[src/rtl/ex_mem_latch.sv]
// ex_mem_latch: EX/MEM pipeline boundary register with valid/ready handshake,
// flush, sticky halt and a saturating stall counter.
// Optional skid entry (registered in_ready) is enabled by `define EX_MEM_SKID_EN.
module ex_mem_latch (
  input  logic        clk,
  input  logic        rst,
  input  logic        in_valid,
  output logic        in_ready,
  input  logic [15:0] in_pc_add,
  input  logic [15:0] in_imm8_ext,
  input  logic [15:0] in_imm11_ext,
  input  logic [15:0] in_alu_result,
  input  logic [15:0] in_write_data,
  input  logic        in_imm_src,
  input  logic        in_alu_jump,
  input  logic        in_brch_cnd,
  input  logic        in_mem_read,
  input  logic        in_mem_write,
  input  logic        in_reg_write,
  input  logic        in_mem_to_reg,
  input  logic        in_halt,
  input  logic [2:0]  in_wb_reg,
  output logic [15:0] out_pc_add,
  output logic [15:0] out_imm8_ext,
  output logic [15:0] out_imm11_ext,
  output logic [15:0] out_alu_result,
  output logic [15:0] out_write_data,
  output logic        out_imm_src,
  output logic        out_alu_jump,
  output logic        out_brch_cnd,
  output logic        out_mem_read,
  output logic        out_mem_write,
  output logic        out_reg_write,
  output logic        out_mem_to_reg,
  output logic        out_halt,
  output logic [2:0]  out_wb_reg,
  output logic        out_valid,
  input  logic        out_ready,
  input  logic        flush,
  output logic        halt_seen,
  output logic [15:0] stall_cnt
);

  typedef struct packed {
    logic [15:0] pc_add;
    logic [15:0] imm8_ext;
    logic [15:0] imm11_ext;
    logic [15:0] alu_result;
    logic [15:0] write_data;
    logic        imm_src;
    logic        alu_jump;
    logic        brch_cnd;
    logic        mem_read;
    logic        mem_write;
    logic        reg_write;
    logic        mem_to_reg;
    logic        halt;
    logic [2:0]  wb_reg;
  } entry_t;

  entry_t      in_e;
  entry_t      main_q, main_d;
  logic        main_valid_q, main_valid_d;
  logic        halt_seen_q, halt_seen_d;
  logic [15:0] stall_cnt_q, stall_cnt_d;
  logic        in_xfer, out_xfer, drain, halt_fire;
`ifdef EX_MEM_SKID_EN
  entry_t      skid_q, skid_d;
  logic        skid_valid_q, skid_valid_d;
`endif

  assign in_e = '{pc_add: in_pc_add, imm8_ext: in_imm8_ext, imm11_ext: in_imm11_ext,
                  alu_result: in_alu_result, write_data: in_write_data,
                  imm_src: in_imm_src, alu_jump: in_alu_jump, brch_cnd: in_brch_cnd,
                  mem_read: in_mem_read, mem_write: in_mem_write, reg_write: in_reg_write,
                  mem_to_reg: in_mem_to_reg, halt: in_halt, wb_reg: in_wb_reg};

  // Acceptance: registered with skid, combinational pass-through otherwise.
`ifdef EX_MEM_SKID_EN
  assign in_ready = ~halt_seen_q & ~skid_valid_q;
`else
  assign in_ready = ~halt_seen_q & (~main_valid_q | out_ready);
`endif

  // Next-state: flush/halt squash everything, otherwise load main (from skid first) or park in skid.
  always_comb begin
    in_xfer      = in_valid & in_ready;
    out_xfer     = main_valid_q & out_ready;
    drain        = ~main_valid_q | out_ready;
    halt_fire    = out_xfer & main_q.halt & ~flush;
    main_d       = main_q;
    main_valid_d = main_valid_q;
`ifdef EX_MEM_SKID_EN
    skid_d       = skid_q;
    skid_valid_d = skid_valid_q;
`endif
    halt_seen_d  = halt_seen_q | halt_fire;
    stall_cnt_d  = stall_cnt_q;
    if (main_valid_q & ~out_ready & ~flush & (stall_cnt_q != '1))
      stall_cnt_d = stall_cnt_q + 16'd1;

    if (flush | halt_fire) begin
      main_valid_d = 1'b0;
`ifdef EX_MEM_SKID_EN
      skid_valid_d = 1'b0;
`endif
    end else if (drain) begin
      // Skid holds the older entry, so it always wins over a new input.
`ifdef EX_MEM_SKID_EN
      if (skid_valid_q) begin
        main_d       = skid_q;
        main_valid_d = 1'b1;
        skid_valid_d = 1'b0;
      end else
`endif
      if (in_xfer) begin
        main_d       = in_e;
        main_valid_d = 1'b1;
      end else begin
        main_valid_d = 1'b0;
      end
    end
`ifdef EX_MEM_SKID_EN
    else if (in_xfer) begin
      skid_d       = in_e;
      skid_valid_d = 1'b1;
    end
`endif
  end

  // State registers with asynchronous active-low reset.
  always_ff @(posedge clk or negedge rst) begin
    if (!rst) begin
      main_q       <= '0;
      main_valid_q <= 1'b0;
      halt_seen_q  <= 1'b0;
      stall_cnt_q  <= '0;
`ifdef EX_MEM_SKID_EN
      skid_q       <= '0;
      skid_valid_q <= 1'b0;
`endif
    end else begin
      main_q       <= main_d;
      main_valid_q <= main_valid_d;
      halt_seen_q  <= halt_seen_d;
      stall_cnt_q  <= stall_cnt_d;
`ifdef EX_MEM_SKID_EN
      skid_q       <= skid_d;
      skid_valid_q <= skid_valid_d;
`endif
    end
  end

  assign out_pc_add     = main_q.pc_add;
  assign out_imm8_ext   = main_q.imm8_ext;
  assign out_imm11_ext  = main_q.imm11_ext;
  assign out_alu_result = main_q.alu_result;
  assign out_write_data = main_q.write_data;
  assign out_imm_src    = main_q.imm_src;
  assign out_alu_jump   = main_q.alu_jump;
  assign out_brch_cnd   = main_q.brch_cnd;
  assign out_mem_read   = main_q.mem_read;
  assign out_mem_write  = main_q.mem_write;
  assign out_reg_write  = main_q.reg_write;
  assign out_mem_to_reg = main_q.mem_to_reg;
  assign out_halt       = main_q.halt;
  assign out_wb_reg     = main_q.wb_reg;
  assign out_valid      = main_valid_q;
  assign halt_seen      = halt_seen_q;
  assign stall_cnt      = stall_cnt_q;

endmodule

[config.mk]
export PLATFORM = sky130hd
export DESIGN_NAME = ex_mem_latch
export DESIGN_NICKNAME = d
export VERILOG_FILES = /design/src/rtl/ex_mem_latch.sv
export SDC_FILE = /design/constraint.sdc
export NUM_CORES = 1
export LEC_CHECK = 0
export CORE_MARGIN = 4
export CORE_UTILIZATION = 41
export DETAILED_ROUTE_END_ITERATION = 8
export GPL_TIMING_DRIVEN = 0
export PLACE_DENSITY = 0.81
export REMOVE_ABC_BUFFERS = 1
export SKIP_CTS_REPAIR_TIMING = 1
export SLEW_MARGIN = 20
export SYNTH_ARGS = -nofsm -noshare
export SYNTH_HDL_FRONTEND = slang
export SYNTH_SLANG_ARGS = --single-unit
[constraint.sdc]
create_clock -name clk -period 2.3 [get_ports clk]
set_input_delay 0.46 -clock clk [delete_from_list [all_inputs] [get_ports clk]]
set_output_delay 0.46 -clock clk [all_outputs]
set_load 0.05 [all_outputs]
==> results of run 1 <==
-- power by group through the flow --
stage / Combinational, W / Clock, W / Sequential (W)
finish: 0.00630 / 0.00113 / 0.00323
global route: 0.00653 / 0.00127 / 0.00335
CTS: 0.00633 / 0.00118 / 0.00324
detailed placement: 0.00632 / 0 / 0.00328
global placement: 0.00627 / 0 / 0.00322
floorplan: 0.00103 / 0 / 0.00630
-- worst min-delay path by stage --
stage                                   start  slack (ns)                      endpoint
finish                                    rst        0.05  out_imm8_ext[11]$_DFFE_PN0P_
floorplan                                 rst        0.16           halt_seen$_DFF_PN0_
global route                              rst        0.07  out_imm8_ext[11]$_DFFE_PN0P_
global placement    out_pc_add[6]$_DFFE_PN0P_        0.49     out_pc_add[6]$_DFFE_PN0P_
CTS                                       rst        0.06     out_pc_add[5]$_DFFE_PN0P_
detailed placement                        rst        0.46     out_pc_add[5]$_DFFE_PN0P_
-- metrics by stage --
step | TNS (ns) | area (um2) | utilization | cells | total power [W]
detailed placement | -26.40 | 6580 | 0.640 | 614 | 0.00960
global route | 0 | 6820 | 0.664 | 634 | 0.0112
global placement | -846.43 | 6460 | 0.629 | 610 | 0.00949
floorplan | -292.08 | 4240 | - | 269 | 0.00732
CTS | -0.218 | 6770 | 0.658 | 629 | 0.0107
finish | 0 | 6820 | 0.664 | 634 | 0.0107
-- layout by cell type, fill, tap and decap left out, drive strengths merged, types with 2 or more instances in the layout --
cell | Yosys | layout
nor2 | 3 | 3
o21ai | 4 | 4
nor4 | 4 | 4
and4 | 2 | 2
xnor2 | 6 | 6
xor2 | 9 | 9
nor4b | 2 | 2
and3 | 4 | 4
clkbuf | 0 | 12
dfrtp | 109 | 109
nand2 | 6 | 6
inv | 3 | 3
buf | 11 | 10
mux2 | 91 | 91
clkdlybuf4s50 | 0 | 203
nor3 | 4 | 4
nand3 | 5 | 5
nand4 | 5 | 5
nand3b | 2 | 2
-- per-layer routing --
metal	wire, um	vias to the layer above
li1	-	1424
met1	4380	1519
met2	5400	113
met3	757	9
met4	90	0
met5	0	-
-- logic make-up after synthesis --
logic type      Yosys count
fa+ha+maj                 1
mux                      91
compound gates            6
xor+xnor                 15
simple gates             44
flops                   109
buf+inv                  14
-- layout make-up --
| type | instances | share of cell area |
|---|---|---|
| flip-flops and latches | 109 | 0.400 |
| repair buffers | 214 | 0.324 |
| clock buffers | 12 | 0.0213 |
| inverters | 3 | 0.00165 |
| clock inverters | 3 | 0.00679 |
| well taps | 136 | 0.0250 |
| multi-input cells | 157 | 0.221 |
==> flow_summary_export.csv, run 1 <==
group,metric,value,unit
sta,skew,0.0114,ns
worst_hold_path,hold_class,"input pin to asynchronous set/reset pin",
clock_tree,h-tree-depth,3,
sta,fin_hold_ws,0.0542,ns
setup_path,r2r_slack,0.35,ns
global_route,first_global_vias,3072,
drt,wl,10600,um
layout,finalNetCount,591,
pwr,sw_frac_of_total,0.471,
floorplan,die_width,110,um
setup_path,crit_end,"out_valid",
setup_path,reg2reg_depth,5,
logic_synthesis,synth_flop_cell,"dfrtp_1",
global_route,grt_max_degree,56,
layout,seq_area,2730,um2
layout,antenna_cells,0,
logic_synthesis,synth_top_family_by_area,"multiplexers",
layout,fillCellCount,799,
clock_tree,cts_buffers,9,
logic_synthesis,avgSynthCellArea,15.3,um2
placement,place.gp.congestion,0.803,
logic_synthesis,synthTopCellsByArea,"dfrtp_1 63%, mux2_2 24%, xor2_1 1.8%, buf_2 1.3%, xnor2_1 1.2%",
pwr,p_sw,0.00502,W
drt,first_pass_iters,4,
sta,rsz0062_at_grt,"no",
logic_synthesis,synth_common_cells,"109 x dfrtp_1, 90 x mux2_2, 11 x buf_2",
sta,worst_pin_slew,0.659,ns
logic_synthesis,synth_cell_types,31,
floorplan,die-area,12200,um2
global_route,use_met1,0.219,
setup_path,crit_family,"buffers and inverters",
floorplan,initial_core_util,0.418,
layout,drive_gt1_frac,0.239,
layout,multi_input_area,1510,um2
logic_synthesis,synthMuxAreaShare,0.238,
pwr,p_int,0.00564,W
drt,drc,0,
logic_synthesis,synth_area_leader_cell,"dfrtp_1",
placement,hpwl,8140,um
pwr,power.static_leakage,2.83,nW
logic_synthesis,netlist_instances,280,
sta,fin_crit,2.14,ns
logic_synthesis,synth-simple-area-share,0.0696,
drt,drt.antenna.violating_nets,0,
placement,port_buffers,205,
sta,drv_slew,0,
logic_synthesis,synth-xor-area-share,0.0306,
setup_path,crit_fanout,8,
sta,post-route-period-util,0.932,
setup_path,path_class,"register to output port",
layout,area_growth,58.7,%
pwr,p_per_area,1560,nW/um2
global_route,grt_pass1_wl,16000,um
clock_tree,clk_path_buf_depth,2,
floorplan,design.core.area,10300,um2
logic_synthesis,synth_top_area_frac,0.635,
setup_path,crit_slowest_cell,"clkdlybuf4s50_1",
drt,post_drt_wl_per_cell,16.8,um
sta,hold_violations,0,
clock_tree,clk_latency,0.35,ns
floorplan,ios,206,
setup_path,crit_required,1.84,ns
setup_path,critPathLaunchType,"register",
floorplan,die_h,110,um
global_route,met3_usage,0.0472,
status,status,"completed",
setup_path,critPathCaptureType,"output port",
pwr,seqPwrFrac,0.303,
logic_synthesis,synth_edf_count,0,
logic_synthesis,synth_most_common_cell,"dfrtp_1",
floorplan,rows,37,
clock_tree,cts_sinks,109,
global_route,global_route.usage.met2,0.289,
logic_synthesis,postSynth.asyncResetShare,1.00,
clock_tree,cts_tree,"yes",
setup_path,cp_cell_sequence,"clkdlybuf4s50_1",
clock_tree,cts_root_buf,"clkbuf_8",
setup_path,cp-startpoint,"out_valid$_DFFE_PN0P_",
logic_synthesis,yosys_warnings,0,
setup_path,critPathArrivalTime,1.68,ns
global_route,busiest_layer,"met2",
setup_path,slowest_delay,0.87,ns
logic_synthesis,synth_compound_area_frac,0.00815,
setup_path,cp.depth,1,
placement,place_ws,-0.367,ns
drt,vias,3065,
sta,finalWorstSetupSlack,0.155,ns
setup_path,cp_num_buf_inv,1,
job,cap_viol_max_count,0,
sta,slew_headroom,0.557,
clock_tree,clk_pin_slew,0.10,ns
setup_path,r2r-end,"stall_cnt[1]$_DFFE_PN0P_",
logic_synthesis,synthAdderAreaFrac,0.00291,
setup_path,r2r-start,"stall_cnt[0]$_DFFE_PN0P_",
sta,fmax,466,MHz
pwr,comb_power_share,0.591,
logic_synthesis,synth_area,4300,um2
global_route,overflow,0,
logic_synthesis,seq_area_frac_synth,0.635,
sta,setup_viol,0,
drt,viasPerCell,4.83,
global_route,grt_usage,0.170,
pwr,pwr-share-clk,0.106,
drt,drt_iter0_drc,133,
logic_synthesis,ys_seq_elements,109,
pwr,ir_worst_vdd,0.796,mV
global_route,antenna_found_initial,0,
Power figures use the tool's default switching activity.
==> inputs of run 2 (changes only) <==
--- a/config.mk
+++ b/config.mk
@@ -8,7 +8,6 @@
 export CORE_MARGIN = 4
 export CORE_UTILIZATION = 41
 export DETAILED_ROUTE_END_ITERATION = 8
-export GPL_TIMING_DRIVEN = 0
 export PLACE_DENSITY = 0.81
 export REMOVE_ABC_BUFFERS = 1
 export SKIP_CTS_REPAIR_TIMING = 1
==> flow_summary_export.csv, run 2 (synthesis gave the netlist of run 1 again) <==
group,metric,value,unit
status,status,"completed",
pwr,ir_worst_vdd,0.766,mV
placement,place_area,6580,um2
drt,drt.antenna.violating_nets,0,
placement,port_buffers,205,
sta,fin_hold_ws,0.0890,ns
setup_path,crit_required,1.84,ns
floorplan,ios,206,
clock_tree,cts_buffers,9,
setup_path,cp_cell_sequence,"clkdlybuf4s50_1",
setup_path,critPathLaunchType,"register",
drt,viasPerCell,4.83,
setup_path,critPathCaptureType,"output port",
clock_tree,clk_path_buf_depth,2,
clock_tree,cts_sinks,109,
sta,slew_headroom,0.609,
floorplan,rows,37,
sta,post-route-period-util,0.937,
floorplan,die_width,110,um
layout,fin_area,6810,um2
placement,place.gp.congestion,0.816,
sta,hold_violations,0,
drt,wl,10900,um
layout,mostFrequentLayoutCells,"203 x clkdlybuf4s50_1, 109 x dfrtp_1, 90 x mux2_2",
pwr,power.static_leakage,2.82,nW
floorplan,die_h,110,um
layout,drive_gt1_frac,0.245,
clock_tree,h-tree-depth,3,
clock_tree,clk_pin_slew,0.12,ns
setup_path,crit_fanout,7,
global_route,grt_pass1_wl,16400,um
setup_path,crit_slowest_cell,"clkdlybuf4s50_1",
layout,fillCellCount,803,
worst_hold_path,hold_class,"input pin to asynchronous set/reset pin",
drt,post_drt_wl_per_cell,17.3,um
layout,antenna_cells,0,
setup_path,cp_num_buf_inv,1,
layout,layout_commonest_cell,"clkdlybuf4s50_1",
clock_tree,cts_root_buf,"clkbuf_8",
drt,first_pass_iters,4,
drt,drt_iter0_drc,126,
pwr,p_per_area,1590,nW/um2
layout,finalNetCount,590,
global_route,first_global_vias,3146,
clock_tree,cts_tree,"yes",
drt,drc,0,
drt,vias,3061,
clock_tree,clk_latency,0.35,ns
floorplan,die-area,12200,um2
sta,rsz0062_at_grt,"no",
pwr,power,0.0108,W
sta,worst_pin_slew,0.586,ns
sta,skew,0.0122,ns
placement,hpwl,8560,um
sta,setup_viol,0,
setup_path,path_class,"register to output port",
floorplan,design.core.area,10300,um2
sta,fin_crit,2.16,ns
layout,area_growth,58.4,%
sta,fmax,464,MHz
setup_path,slowest_delay,0.86,ns
global_route,antenna_found_initial,0,
floorplan,initial_core_util,0.418,
setup_path,critPathArrivalTime,1.70,ns
setup_path,crit_family,"buffers and inverters",
sta,drv_slew,0,
global_route,overflow,0,
sta,fin_setup_tns,0,ns
global_route,grt_max_degree,54,
job,cap_viol_max_count,0,
layout,finish.utilization,0.662,
global_route,grt_usage,0.175,
## run 2: cell count changes in the layout (fill, tap and decap cells not counted), moves of 2 or more
| cell | delta |
|---|---|
| buf_4 | +2 |
| inv_6 | +2 |
| inv_8 | +2 |
| clkbuf_1 | -2 |
| buf_16 | -3 |
| buf_12 | +2 |
## run 2: per-layer routing
layer  up-vias  global-route usage  part of all wire
li1       1425                   -                 -
met5         -                   0                 0
met3         4              0.0419             0.079
met4         0              0.0413            0.0049
met1      1523               0.207              0.39
met2       109               0.319              0.52
## run 2: final timing paths
path | startpoint | endpoint | slack (ns) | cells after the start
min in group clk | out_imm11_ext[4]$_DFFE_PN0P_ | out_imm11_ext[4]$_DFFE_PN0P_ | 0.51 | 1
max in group asynchronous | rst | out_alu_result[5]$_DFFE_PN0P_ | 1.50 | 2
worst min-delay path | rst | out_pc_add[5]$_DFFE_PN0P_ | 0.09 | 1
worst max register to register | stall_cnt[0]$_DFFE_PN0P_ | stall_cnt[1]$_DFFE_PN0P_ | 0.31 | 5
worst min register to register | out_imm11_ext[4]$_DFFE_PN0P_ | out_imm11_ext[4]$_DFFE_PN0P_ | 0.51 | 1
worst max-delay path | stall_cnt[6]$_DFFE_PN0P_ | stall_cnt[6] | 0.14 | 1
## run 2: where the power goes
| part | internal [W] | leakage, nW | switching [W] |
|---|---|---|---|
| Combinational | 0.00232 | 1.40 | 0.00395 |
| Clock | 0.000636 | 0.118 | 0.000680 |
| Sequential | 0.00277 | 1.31 | 0.000463 |
## run 2: cell type report
type | instances | area [um2] | share of cell area
inverters | 3 | 11.3 | 0.00165
clock buffers | 9 | 124 | 0.0182
well taps | 136 | 170 | 0.0250
flip-flops and latches | 109 | 2730 | 0.401
clock inverters | 7 | 105 | 0.0154
multi-input cells | 157 | 1510 | 0.222
repair buffers | 213 | 2160 | 0.317
## run 2: through the flow
step | setup WS [ns] | instances
floorplan | -3.21 | 269
global placement | 0.0940 | 618
detailed placement | 0.00372 | 618
CTS | 0.109 | 634
global route | 0.0764 | 634
finish | 0.144 | 634
==> inputs of run 3 (changes only) <==
--- a/config.mk
+++ b/config.mk
@@ -5,10 +5,11 @@
 export SDC_FILE = /design/constraint.sdc
 export NUM_CORES = 1
 export LEC_CHECK = 0
+export ABC_AREA = 1
 export CORE_MARGIN = 4
-export CORE_UTILIZATION = 41
+export CORE_UTILIZATION = 45
 export DETAILED_ROUTE_END_ITERATION = 8
-export PLACE_DENSITY = 0.81
+export PLACE_DENSITY = 0.86
 export REMOVE_ABC_BUFFERS = 1
 export SKIP_CTS_REPAIR_TIMING = 1
 export SLEW_MARGIN = 20
==> constraint.sdc (replaced) <==
create_clock -name clk -period 2.5 [get_ports clk]
set_input_delay 0.5 -clock clk [delete_from_list [all_inputs] [get_ports clk]]
set_output_delay 0.5 -clock clk [all_outputs]
set_load 0.05 [all_outputs]
==> flow_summary_export.csv, run 3 <==
group,metric,value,unit
sta,setup_viol,0,
logic_synthesis,synth_cell_types,23,
clock_tree,cts_buffers,9,
setup_path,cp_cell_sequence,"clkdlybuf4s50_1",
drt,vias,4228,
pwr,comb_power_share,0.565,
logic_synthesis,synth_common_cells,"350 x nand2_1, 109 x dfrtp_1, 14 x nor2_1",
logic_synthesis,synth_top_family_by_area,"simple AND/OR/NAND/NOR gates",
pwr,ir_worst_vdd,0.933,mV
logic_synthesis,yosys_warnings,0,
sta,worst_pin_slew,0.614,ns
pwr,p_sw,0.00467,W
logic_synthesis,synthTopCellsByArea,"dfrtp_1 60%, nand2_1 29%, buf_6 2.5%, nor2_1 1.1%, buf_2 0.98%",
logic_synthesis,synthAdderAreaFrac,0.00273,
floorplan,die_width,109,um
setup_path,crit_required,2.00,ns
layout,mostFrequentLayoutCells,"350 x nand2_1, 203 x clkdlybuf4s50_1, 109 x dfrtp_1",
logic_synthesis,synth-simple-area-share,0.329,
global_route,first_global_vias,4398,
floorplan,initial_core_util,0.466,
pwr,power.static_leakage,3.37,nW
floorplan,design.core.area,9820,um2
logic_synthesis,seq_area_frac_synth,0.596,
logic_synthesis,synth_area,4580,um2
placement,place_ws,0.232,ns
clock_tree,clk_path_buf_depth,2,
logic_synthesis,synth-xor-area-share,0.0153,
sta,fin_crit,2.21,ns
logic_synthesis,avgSynthCellArea,8.46,um2
clock_tree,clk_latency,0.36,ns
setup_path,crit_slowest_cell,"clkdlybuf4s50_1",
logic_synthesis,synth_compound_area_frac,0.00820,
clock_tree,cts_root_buf,"clkbuf_8",
clock_tree,cts_tree,"yes",
layout,finalNetCount,838,
floorplan,die-area,11900,um2
setup_path,crit_fanout,7,
layout,finish.utilization,0.703,
global_route,grt_usage,0.221,
sta,slew_headroom,0.590,
pwr,sw_frac_of_total,0.496,
floorplan,ios,206,
layout,layout_commonest_cell,"nand2_1",
setup_path,critPathCaptureType,"output port",
placement,port_buffers,205,
placement,hpwl,9690,um
global_route,antenna_found_initial,0,
sta,rsz0062_at_grt,"no",
drt,viasPerCell,4.82,
setup_path,slowest_delay,0.87,ns
sta,fin_setup_tns,0,ns
sta,post-route-period-util,0.883,
status,status,"completed",
drt,wl,12800,um
pwr,p_int,0.00474,W
job,cap_viol_max_count,0,
global_route,grt_pass1_wl,20500,um
setup_path,crit_family,"buffers and inverters",
logic_synthesis,synth_edf_count,0,
drt,first_pass_iters,5,
pwr,seqPwrFrac,0.311,
drt,drt.antenna.violating_nets,0,
sta,hold_violations,0,
sta,drv_slew,0,
sta,fmax,453,MHz
logic_synthesis,ys_seq_elements,109,
clock_tree,clk_pin_slew,0.10,ns
sta,finalWorstSetupSlack,0.292,ns
floorplan,die_h,109,um
layout,fillCellCount,765,
drt,drc,0,
worst_hold_path,hold_class,"input pin to asynchronous set/reset pin",
logic_synthesis,synth_top_area_frac,0.596,
logic_synthesis,postSynth.asyncResetShare,1.00,
setup_path,path_class,"register to output port",
global_route,overflow,0,
drt,drt_iter0_drc,215,
pwr,power,0.00941,W
logic_synthesis,netlist_instances,541,
setup_path,critPathLaunchType,"register",
clock_tree,h-tree-depth,3,
floorplan,rows,36,
layout,drive_gt1_frac,0.0456,
setup_path,cp_num_buf_inv,1,
logic_synthesis,synth_most_common_cell,"nand2_1",
drt,post_drt_wl_per_cell,14.6,um
logic_synthesis,synth_flop_cell,"dfrtp_1",
logic_synthesis,synth_area_leader_cell,"dfrtp_1",
placement,place.gp.congestion,0.850,
setup_path,critPathArrivalTime,1.71,ns
layout,antenna_cells,0,
layout,area_growth,50.8,%
clock_tree,cts_sinks,109,
pwr,p_per_area,1360,nW/um2
pwr,pwr-share-clk,0.124,
global_route,grt_max_degree,58,
sta,skew,0.00800,ns
logic_synthesis,synthMuxAreaShare,0,
## run 3: changes by cell type in the layout (fill, tap and decap cells not counted), sizes merged, moves of 4 or more
cell and change:
inv +4, nor3 -4, mux2 -91, xor2 -5, nand3 +5, and3 -4, nor2 +16, nand2 +344
nor4 -4
## run 3: metrics by stage
| stage | std cells | area (um2) | hold WS [ns] |
|---|---|---|---|
| 2_1_floorplan | 519 | 4400 | 0.204 |
| 3_3_place_gp | 863 | 6690 | 0.453 |
| 3_5_place_dp | 863 | 6690 | 0.457 |
| 4_1_cts | 878 | 6900 | 0.131 |
| 5_1_grt | 878 | 6900 | 0.145 |
| 6_report | 878 | 6900 | 0.125 |
## run 3: routing by layer
layer | up-vias | GRT usage | wire length, um
li1 | 2023 | - | -
met1 | 1992 | 0.260 | 4950
met4 | 0 | 0.108 | 412
met5 | - | 0 | 0
met2 | 179 | 0.371 | 6450
met3 | 34 | 0.0628 | 1010
## run 3: cell families after synthesis
family,Yosys count
AND/OR/NAND/NOR,385
flip-flops,109
buffers and inverters,34
XOR/XNOR,8
AO/OA/AOI/OAI,4
adder cells (fa/ha/maj),1
## run 3: power groups by stage
stage                     combinational, W  clock, W  sequential, W
after floorplan                   0.000764         0        0.00546
after global placement             0.00526         0        0.00292
after detailed placement           0.00535         0        0.00295
after CTS                          0.00536   0.00119        0.00293
after global routing               0.00559   0.00127        0.00302
final                              0.00532   0.00116        0.00293
## run 3: path summary, 6_finish.rpt
path	to	from	slack, ns	cells past startpoint
max	stall_cnt[2]	stall_cnt[2]$_DFFE_PN0P_	0.29	1
min	out_alu_result[10]$_DFFE_PN0P_	rst	0.13	1
max reg2reg	stall_cnt[9]$_DFFE_PN0P_	stall_cnt[0]$_DFFE_PN0P_	0.60	8
min reg2reg	out_write_data[5]$_DFFE_PN0P_	out_write_data[5]$_DFFE_PN0P_	0.48	2
max in group asynchronous	out_alu_result[8]$_DFFE_PN0P_	rst	1.70	2
min in group clk	out_write_data[5]$_DFFE_PN0P_	out_write_data[5]$_DFFE_PN0P_	0.48	2
## run 3: layout make-up
class                   instances  area [um2]  area share
clock buffers                  11         141      0.0205
well taps                     133         166      0.0241
flip-flops and latches        109        2730       0.395
inverters                      12        46.3     0.00671
clock inverters                 4        72.6      0.0105
repair buffers                211        2120       0.307
multi-input cells             398        1630       0.236
